`src/rtl/pixel_diffusion.sv`:
```
// Streaming logistic-map substitution/diffusion stage with ciphertext chaining.
// Optional decrypt mode is compiled in with `define DIFFUSION_DECRYPT_EN.
module pixel_diffusion #(
   parameter int IMG_W  = 256,
   parameter int IMG_H  = 256,
   parameter int WARMUP = 16
) (
   input  logic        clk,
   input  logic        rst_n,
   input  logic        start,
   input  logic [15:0] cfg_seed,
   input  logic [15:0] cfg_r,
   input  logic [7:0]  cfg_c0,
`ifdef DIFFUSION_DECRYPT_EN
   input  logic        cfg_decrypt,
`endif
   output logic        busy,
   output logic        done,
   input  logic        s_valid,
   input  logic [7:0]  s_data,
   output logic        s_ready,
   output logic        m_valid,
   output logic [7:0]  m_data,
   output logic        m_last,
   input  logic        m_ready
);

   localparam int FRAME = IMG_W * IMG_H;
   localparam int PCW   = (FRAME > 1) ? $clog2(FRAME) : 1;
   localparam int WCW   = (WARMUP > 1) ? $clog2(WARMUP) : 1;
   localparam logic [PCW-1:0] LAST_IDX = PCW'(FRAME - 1);
   localparam logic [WCW-1:0] WARM_END = WCW'(WARMUP - 1);

   typedef enum logic [1:0] {IDLE = 2'd0, WARM = 2'd1, RUN = 2'd2, FLUSH = 2'd3} state_t;

   state_t         state, next_state;
   logic [15:0]    x, r_gain, x_next;
   logic [7:0]     c_prev, k, out_byte, chain_byte;
   logic [WCW-1:0] wcnt;
   logic [PCW-1:0] pcnt;
   logic           accept, drain, last_pix;
`ifdef DIFFUSION_DECRYPT_EN
   logic           decrypt;
`endif

   // Logistic step in fixed point; never returns 0 so the map cannot lock at the origin.
   function automatic logic [15:0] map_step(input logic [15:0] xv, input logic [15:0] rv);
      logic [31:0] t;
      logic [31:0] u;
      logic [15:0] t16;
      logic [15:0] nx;
      t   = 32'(xv) * (32'h0001_0000 - 32'(xv));
      t16 = 16'(t >> 16);
      u   = 32'(t16) * 32'(rv);
      if ((u >> 30) != 32'd0) begin
         nx = 16'hFFFF;
      end else begin
         nx = 16'(u >> 14);
      end
      if (nx == 16'h0000) begin
         nx = 16'h0001;
      end
      return nx;
   endfunction

   assign s_ready  = (state == RUN) & (~m_valid | m_ready);
   assign accept   = s_valid & s_ready;
   assign drain    = m_valid & m_ready;
   assign last_pix = (pcnt == LAST_IDX);

   // Keystream byte and substituted/chained pixel for the current input.
   always_comb begin
      k          = x[15:8];
      x_next     = map_step(x, r_gain);
      out_byte   = (s_data + k) ^ k ^ c_prev;
      chain_byte = out_byte;
`ifdef DIFFUSION_DECRYPT_EN
      if (decrypt) begin
         out_byte   = (s_data ^ k ^ c_prev) - k;
         chain_byte = s_data;
      end else begin
         out_byte   = (s_data + k) ^ k ^ c_prev;
         chain_byte = out_byte;
      end
`endif
   end

   // Frame sequencing.
   always_comb begin
      next_state = state;
      case (state)
         IDLE: begin
            if (start) begin
               next_state = (WARMUP == 0) ? RUN : WARM;
            end else begin
               next_state = IDLE;
            end
         end
         WARM: begin
            if (wcnt == WARM_END) begin
               next_state = RUN;
            end else begin
               next_state = WARM;
            end
         end
         RUN: begin
            if (accept && last_pix) begin
               next_state = FLUSH;
            end else begin
               next_state = RUN;
            end
         end
         FLUSH: begin
            if (drain) begin
               next_state = IDLE;
            end else begin
               next_state = FLUSH;
            end
         end
         default: next_state = IDLE;
      endcase
   end

   // Map state, chaining value, counters and the single output register.
   always_ff @(posedge clk or negedge rst_n) begin
      if (!rst_n) begin
         state   <= IDLE;
         x       <= 16'h0000;
         r_gain  <= 16'h0000;
         c_prev  <= 8'h00;
         wcnt    <= '0;
         pcnt    <= '0;
         m_valid <= 1'b0;
         m_data  <= 8'h00;
         m_last  <= 1'b0;
         done    <= 1'b0;
         busy    <= 1'b0;
`ifdef DIFFUSION_DECRYPT_EN
         decrypt <= 1'b0;
`endif
      end else begin
         state <= next_state;
         done  <= (state == FLUSH) & drain;
         busy  <= (next_state != IDLE);
         if (state == IDLE && start) begin
            x      <= (cfg_seed == 16'h0000) ? 16'h0001 : cfg_seed;
            r_gain <= cfg_r;
            c_prev <= cfg_c0;
            wcnt   <= '0;
            pcnt   <= '0;
`ifdef DIFFUSION_DECRYPT_EN
            decrypt <= cfg_decrypt;
`endif
         end else if (state == WARM) begin
            x    <= x_next;
            wcnt <= wcnt + WCW'(1);
         end else if (accept) begin
            x      <= x_next;
            c_prev <= chain_byte;
            pcnt   <= pcnt + PCW'(1);
         end
         // Data holds while stalled; only valid/last clear on drain.
         if (accept) begin
            m_valid <= 1'b1;
            m_data  <= out_byte;
            m_last  <= last_pix;
         end else if (m_ready) begin
            m_valid <= 1'b0;
            m_last  <= 1'b0;
         end
      end
   end

endmodule

```
`config.mk`:
```
export PLATFORM = sky130hd
export DESIGN_NAME = pixel_diffusion
export DESIGN_NICKNAME = d
export VERILOG_FILES = /design/src/rtl/pixel_diffusion.sv
export SDC_FILE = /design/constraint.sdc
export NUM_CORES = 1
export LEC_CHECK = 0
export ABC_AREA = 0
export BUFFER_PORTS_ARGS = -buffer_cell sky130_fd_sc_hd__buf_2
export CORE_UTILIZATION = 60
export DETAILED_ROUTE_END_ITERATION = 8
export PLACE_DENSITY = 0.77
export SYNTH_ARGS = -nofsm -noshare
export SYNTH_HDL_FRONTEND = slang
export SYNTH_SLANG_ARGS = --single-unit
```
`constraint.sdc`:
```
create_clock -name clk -period 17.55 [get_ports clk]
set_input_delay 5.265 -clock clk [delete_from_list [all_inputs] [get_ports clk]]
set_output_delay 5.265 -clock clk [all_outputs]
set_load 0.01 [all_outputs]
```
# [Word level (Yosys, flattened, before mapping)]
# Index checks and enable logic that the tools add are counted.
[totals] reg_bits=74 inputBits=53 out_inout_bits=13 word_cells=65
[classes] addsub=4 multipliers=2 n_eq_ne=6 n_mux=22 n_bitwise=8 reduce_logical=12
[op_table] op="$mux W16" count=9
[op_table] op="$logic_not A16 Y1" count=2
[op_table] op="$mul A16 B16 Y32" count=1
[op_table] op="$mul A17 B18 Y32" count=1
[op_table] op="$reduce_bool A32 Y1" count=1
[op_table] op="$mux W8" count=3
[op_table] op="$sub A17 B16 Y18 const A" count=1
[op_table] op="$add A16 B1 Y16 const B" count=1
[op_table] op="$eq A16 B16 Y1 const B" count=1
[op_table] op="$xor A8 B8 Y8" count=2
[op_table] op="$add A8 B8 Y8" count=1
[op_table] op="$mux W4" count=2
[op_table] op="$pmux W2 S4" count=1
[op_table] op="$reduce_bool A2 Y1" count=4
[op_table] op="$mux W1" count=5
[op_table] op="$add A4 B1 Y4 const B" count=1
[op_table] op="$and A1 B1 Y1" count=4
[op_table] op="$eq A2 B2 Y1 const B" count=2
[op_table] op="$eq A4 B4 Y1 const B" count=1
[op_table] op="$mux W2" count=2
[op_table] op="$reduce_bool A3 Y1" count=1
[op_table] op="$eq A2 B1 Y1 const B" count=1
[op_table] op="$logic_and A1 B1 Y1" count=2
[op_table] op="$logic_not A2 Y1" count=1
[op_table] op="other kinds (4)" count=4

# [Depth between registers and ports, before layout]
[logic_depth] depth_word=10 mapped_depth=58 mapped_depth_nobuf=54

# [Least setup slack after synthesis]
# No wires, ideal clock.
[synth_path] kind="reg-to-reg" from="register x[0]" to="register x[0]" setup_time_ns=0.129 arrival_ns=12.841 slack_ns=4.580 path_stages_with_launch=53 synth_period_minus_slack_ns=12.970 path_cell_list="dfrtp_1 > clkbuf_1 > inv_1 > ha_1 > nand2_1 > nor3_1 > nor3b_1 > ha_1 > clkbuf_1 > nand2b_1 > fa_1 > fa_1 > fa_1 > inv_1 > fa_1 > fa_1 > inv_1 > fa_1 > [... 17 more ...] > fa_1 > fa_1 > inv_1 > fa_1 > inv_1 > ha_1 > clkbuf_1 > a21o_1 > a21o_1 > a221oi_1 > nand2_1 > o211ai_1 > and3_1 > o21ai_2 > buf_2 > o31ai_1 > a21boi_0 > o31ai_1"
[synth_between] elab_chain_cells=10
[synth_rtl] element="start: declaration" line_no="37" text="logic [15:0] x, r_gain, x_next;"
[synth_rtl] element="start signal: assignment" line_no="146" text="x <= (cfg_seed == 16'h0000) ? 16'h0001 : cfg_seed;"
[synth_rtl] element="start signal: assignment" line_no="155" text="x <= x_next;"
[synth_rtl] element="start signal: assignment" line_no="158" text="x <= x_next;"
[synth_rtl] element="$sub A17 B16 Y18" line_no="52" text="t = 32'(xv) * (32'h0001_0000 - 32'(xv));"
[synth_rtl] element="$mul A17 B18 Y32 (*)" line_no="52"
[synth_rtl] element="$mul A16 B16 Y32 (*)" line_no="54" text="u = 32'(t16) * 32'(rv);"
[synth_rtl] element="$reduce_bool A32 Y1" line_no="55" text="if ((u >> 30) != 32'd0) begin"
[synth_rtl] element="$mux W16 (*)" line_no="55"
[synth_rtl] element="$logic_not A16 Y1" line_no="60" text="if (nx == 16'h0000) begin"
[synth_rtl] element="$mux W16 (*)" line_no="60"
[synth_rtl] element="$mux W16" line_no="157" text="end else if (accept) begin"
[synth_rtl] element="$mux W16 (*)" line_no="154" text="end else if (state == WARM) begin"
[synth_rtl] element="$mux W16 (*)" line_no="145" text="if (state == IDLE && start) begin"
# Mark *: on every way between the ends. The rest lies on a longest branch, timed or not. The select of a mux whose other input is x is not followed.
# A chain may end at the register's enable or synchronous reset.

# [Worst setup path after layout]
[layout_path] from="register x[1]" to="register x[13]"
# Same word-level chain as after synthesis.

==> parameters.txt <==
Parameter                              Value

Synthesis
  Fraction of registers with async set or reset after synthesis ... 1.00
  Synthesized instance count ... 2397
  Synthesized area per cell ... 8.90 um2
  Most instantiated flip-flop cell in the synthesis netlist ... sky130_fd_sc_hd__dfrtp_1
  Dominant cell type by area after synthesis ... sky130_fd_sc_hd__fa_1
  Largest cells by area after synthesis ... sky130_fd_sc_hd__fa_1, sky130_fd_sc_hd__ha_1, sky130_fd_sc_hd__inv_1, sky130_fd_sc_hd__dfrtp_1, sky130_fd_sc_hd__and2_1
  Share of synthesized area occupied by flip-flops and latches ... 0.0868
  Netlist cell types ... 77
  Post-synthesis instance area ... around 0.021 mm2
  Area share of the largest cell type after synthesis ... 0.375
  Number of enable-type register cells in the synthesized netlist ... 0
  Number of flip-flops and latches in the synthesized netlist ... 74
  Warnings, synthesis ... 0

Layout
  Layout Area Growth over Synthesis ... 5.16%
  Register cell area after layout ... 0.00185 mm2
  Fillers ... 2882
  Fraction of final layout cells sized beyond drive strength 1 ... 0.0581
  Multi-input combinational cell area ... around 0.017 mm2
  Number of nets in the finished design ... 3092
  Number of cells in the finished layout apart from fillers ... 2864

Clock network
  Count of hold-fix buffers inserted at cts ... 0
  Insertion delay to the later sink of the worst-skew pair ... 0.36 ns
  Num CTS Buffers ... 9
  Clock tree from TritonCTS ... done
  Maximum count of clock buffers along a single path ... 2
  Post-CTS setup buffer count ... 0
  Number of H-tree levels ... 3
  Clock-pin slew reported for the worst setup and hold paths after clock tree synthesis ... 0.08 ns
  Number of cells upsized or downsized after cts ... 0
  Total clock sinks ... 74
  Root buf cell ... sky130_fd_sc_hd__clkbuf_16

STA
  Hold Worst Slack ... 0.476 ns
  Achievable clock frequency ... 67.4 MHz
  Final Max Tran Viols ... 0
  Final period util ... 0.845
  Relative max-transition margin ... 0.229
  Final min period ... 14.83 ns
  Final total negative setup slack ... 0 ns
  Post-route clock skew ... 0.0222 ns
  Unrepaired setup endpoints after global routing ... no
  Actual slew at the worst max-slew pin ... 1.15 ns
  Final setup violation count ... 0
  Final hold viol count ... 0

Floorplan
  Chip width ... approximately 190 um
  Core area ... roughly 0.035 mm2
  DIE AREA ... 0.0363 mm2
  Starting Density ... 0.613
  I/O pin cnt ... 66
  Std-Cell Rows ... 68
  Vertical die dimension ... 191 um

Setup path
  WP data arrival ... 15.13 ns
  R2R Path Start ... x[1]
  Standard cell with the maximum stage delay on the critical path ... sky130_fd_sc_hd__dfrtp_1
  Maximum net fanout on the critical path ... 18
  Cell seen most often among critical-path stages ... sky130_fd_sc_hd__fa_1
  Crit path launch ... x[1]
  Worst setup SP type ... register
  Worst Path Required ... approximately 18 ns
  Startpoint-to-endpoint class of the critical path ... reg2reg
  Reg2reg setup slack ... ~2.7 ns
  Longest individual stage delay on the worst path ... ~0.8 ns
  Reg2reg path depth ... 47
  End of the worst register-to-register path ... x[13]
  Kind of end point of the critical path ... register

Global routing
  Number of global-route vias before repair ... between 15000 and 20000
  Global-route total usage across every layer ... 0.306
  Total grt overflow ... 0
  Number of antenna violations at the first check in global routing ... 1
  First-pass GRT wire length ... between 80000 and 90000 um
  Pin count of the biggest net entering global routing ... 75

Detailed routing
  Post-Route M1 WL ... 20800 um
  Residual antenna-violating net count after detailed routing ... 0
  Wire per inst ... 18.1 um
  DRC Markers ... 0
  Vias per Instance ... roughly 5.6
  Uppermost layer routed ... met4
  Number of vias in the routed layout ... 16100
  Number of search-and-repair iterations in the first detailed-routing pass ... 7
  Detailed-routed wire length on met2 ... about 26000 um
  Routed wire length ... 51800 um
  Number of DRC markers after the initial detailed-route iteration ... 1000
  Met3 routed WL ... between 2000 and 3000 um

Run
  Reported max-cap violation count ... 0

Run status
  Result of the run ... finished, final reports clean

Place
  HPWL after detailed placement ... 40800 um
  Cells after DPL ... 2847
  Port-buffer cells ... 65
  Routability congestion estimate from global placement ... 0.928

Hold path
  Hold depth ... 2
  Hold/Removal Path Class ... reg2reg
  Min-delay src ... m_data[0]
  Hold worst-path end ... m_data[0]

Power and ir drop
  Worst ir drop on vdd ... 0.259 mV
  Total power consumption of the routed design ... 2420 uW
  Ratio of total power to cell area ... between 100 and 150 mW/mm2
  Static Leak ... 0.0122 uW
stage by stage:
| step | utilization | setup WS [ns] | area, um2 |
|---|---|---|---|
| floorplan | - | 4.58 | 21400 |
| global placement | 0.635 | 3.20 | 22100 |
| detailed placement | 0.635 | 2.89 | 22100 |
| CTS | 0.645 | 2.85 | 22400 |
| global route | 0.645 | 1.96 | 22400 |
| finish | 0.645 | 2.72 | 22400 |
where the power goes:
part	switching, uW	leakage (uW)	internal, uW
clock network	81.7	0.000167	140
registers	28.1	0.000943	195
logic	1390	0.0111	590
total	1500	0.0122	924
Yosys cell counts, drive strengths merged, types with 34 or more instances:
cell type and n:
inv 515, fa 400, nand2 251, ha 236, and2 152, nand2b 122
clkbuf 95, nor2b 93, dfrtp 74, nor2 72, o21ai 45, a21oi 43
xnor2 41, a21o 39, xor2 34
cell families after synthesis:
kind of cell	share of synthesized area
compound gates	0.0675
xor+xnor	0.0311
fa+ha+maj	0.514
buf+inv	0.109
flops	0.0868
other cells	0.000352
simple gates	0.192
layout by cell type (no fill, tap or decap), types with 6 or more instances in the layout:
cell                        instances
sky130_fd_sc_hd__xnor2_2            6
sky130_fd_sc_hd__o31ai_1            7
sky130_fd_sc_hd__a21oi_1           41
sky130_fd_sc_hd__a31oi_1            9
sky130_fd_sc_hd__buf_4             23
sky130_fd_sc_hd__nand2_1          250
sky130_fd_sc_hd__and3_1             9
sky130_fd_sc_hd__xnor2_1           35
sky130_fd_sc_hd__nor2b_1           93
sky130_fd_sc_hd__o21ai_0           41
sky130_fd_sc_hd__xor2_1            34
sky130_fd_sc_hd__buf_2             64
sky130_fd_sc_hd__fa_1             400
sky130_fd_sc_hd__conb_1            14
sky130_fd_sc_hd__a211oi_1           8
sky130_fd_sc_hd__nand2b_1         122
sky130_fd_sc_hd__and2_1           150
sky130_fd_sc_hd__nand4_1           11
sky130_fd_sc_hd__clkbuf_16          9
sky130_fd_sc_hd__nor3_1            17
sky130_fd_sc_hd__a21o_1            35
sky130_fd_sc_hd__nand3_1           24
sky130_fd_sc_hd__inv_1            515
sky130_fd_sc_hd__nor4_1             7
sky130_fd_sc_hd__ha_1             236
sky130_fd_sc_hd__o21a_1            10
sky130_fd_sc_hd__nor2_1            69
sky130_fd_sc_hd__dfrtp_1           74
final cells by class:
class | instances | area share
Sequential cell | 74 | 0.0825
Tap cell | 455 | 0.0254
Clock inverter | 6 | 0.00502
Timing Repair Buffer | 87 | 0.0220
Multi-Input combinational cell | 1716 | 0.769
Inverter | 515 | 0.0861
Antenna cell | 1 | 0.000111
Clock buffer | 10 | 0.0102
critical path: cells and delay by family (launching register included):
kind / cells / cell delay [ns]
compound gates: 15 / 3.65
xor+xnor: 1 / 0.58
fa+ha+maj: 16 / 7.76
buf+inv: 7 / 0.66
flops: 1 / 0.80
simple gates: 8 / 1.31
routing by layer:
layer  track usage  up-vias
met2         0.544      513
met4         0.117        0
met1         0.379     8206
li1              -     7238
met3        0.0390      101
met5             0        -
sequential cells by signal, indices dropped and copies added, names as in the netlist:
signal   cells
busy         1
m_valid      1
c_prev       8
state        2
m_data       8
m_last       1
pcnt        16
x           16
done         1
wcnt         4
r_gain      16
worst max-delay path by stage:
| stage | end | depth (start not counted) |
|---|---|---|
| 3_5_place_dp | x[5] | 47 |
| 6_report | x[13] | 47 |
| 3_3_place_gp | x[0] | 51 |
| 4_1_cts | x[13] | 47 |
| 5_1_grt | x[5] | 47 |
| 2_1_floorplan | x[0] | 52 |
No activity file was read; power rests on OpenSTA's default activity.
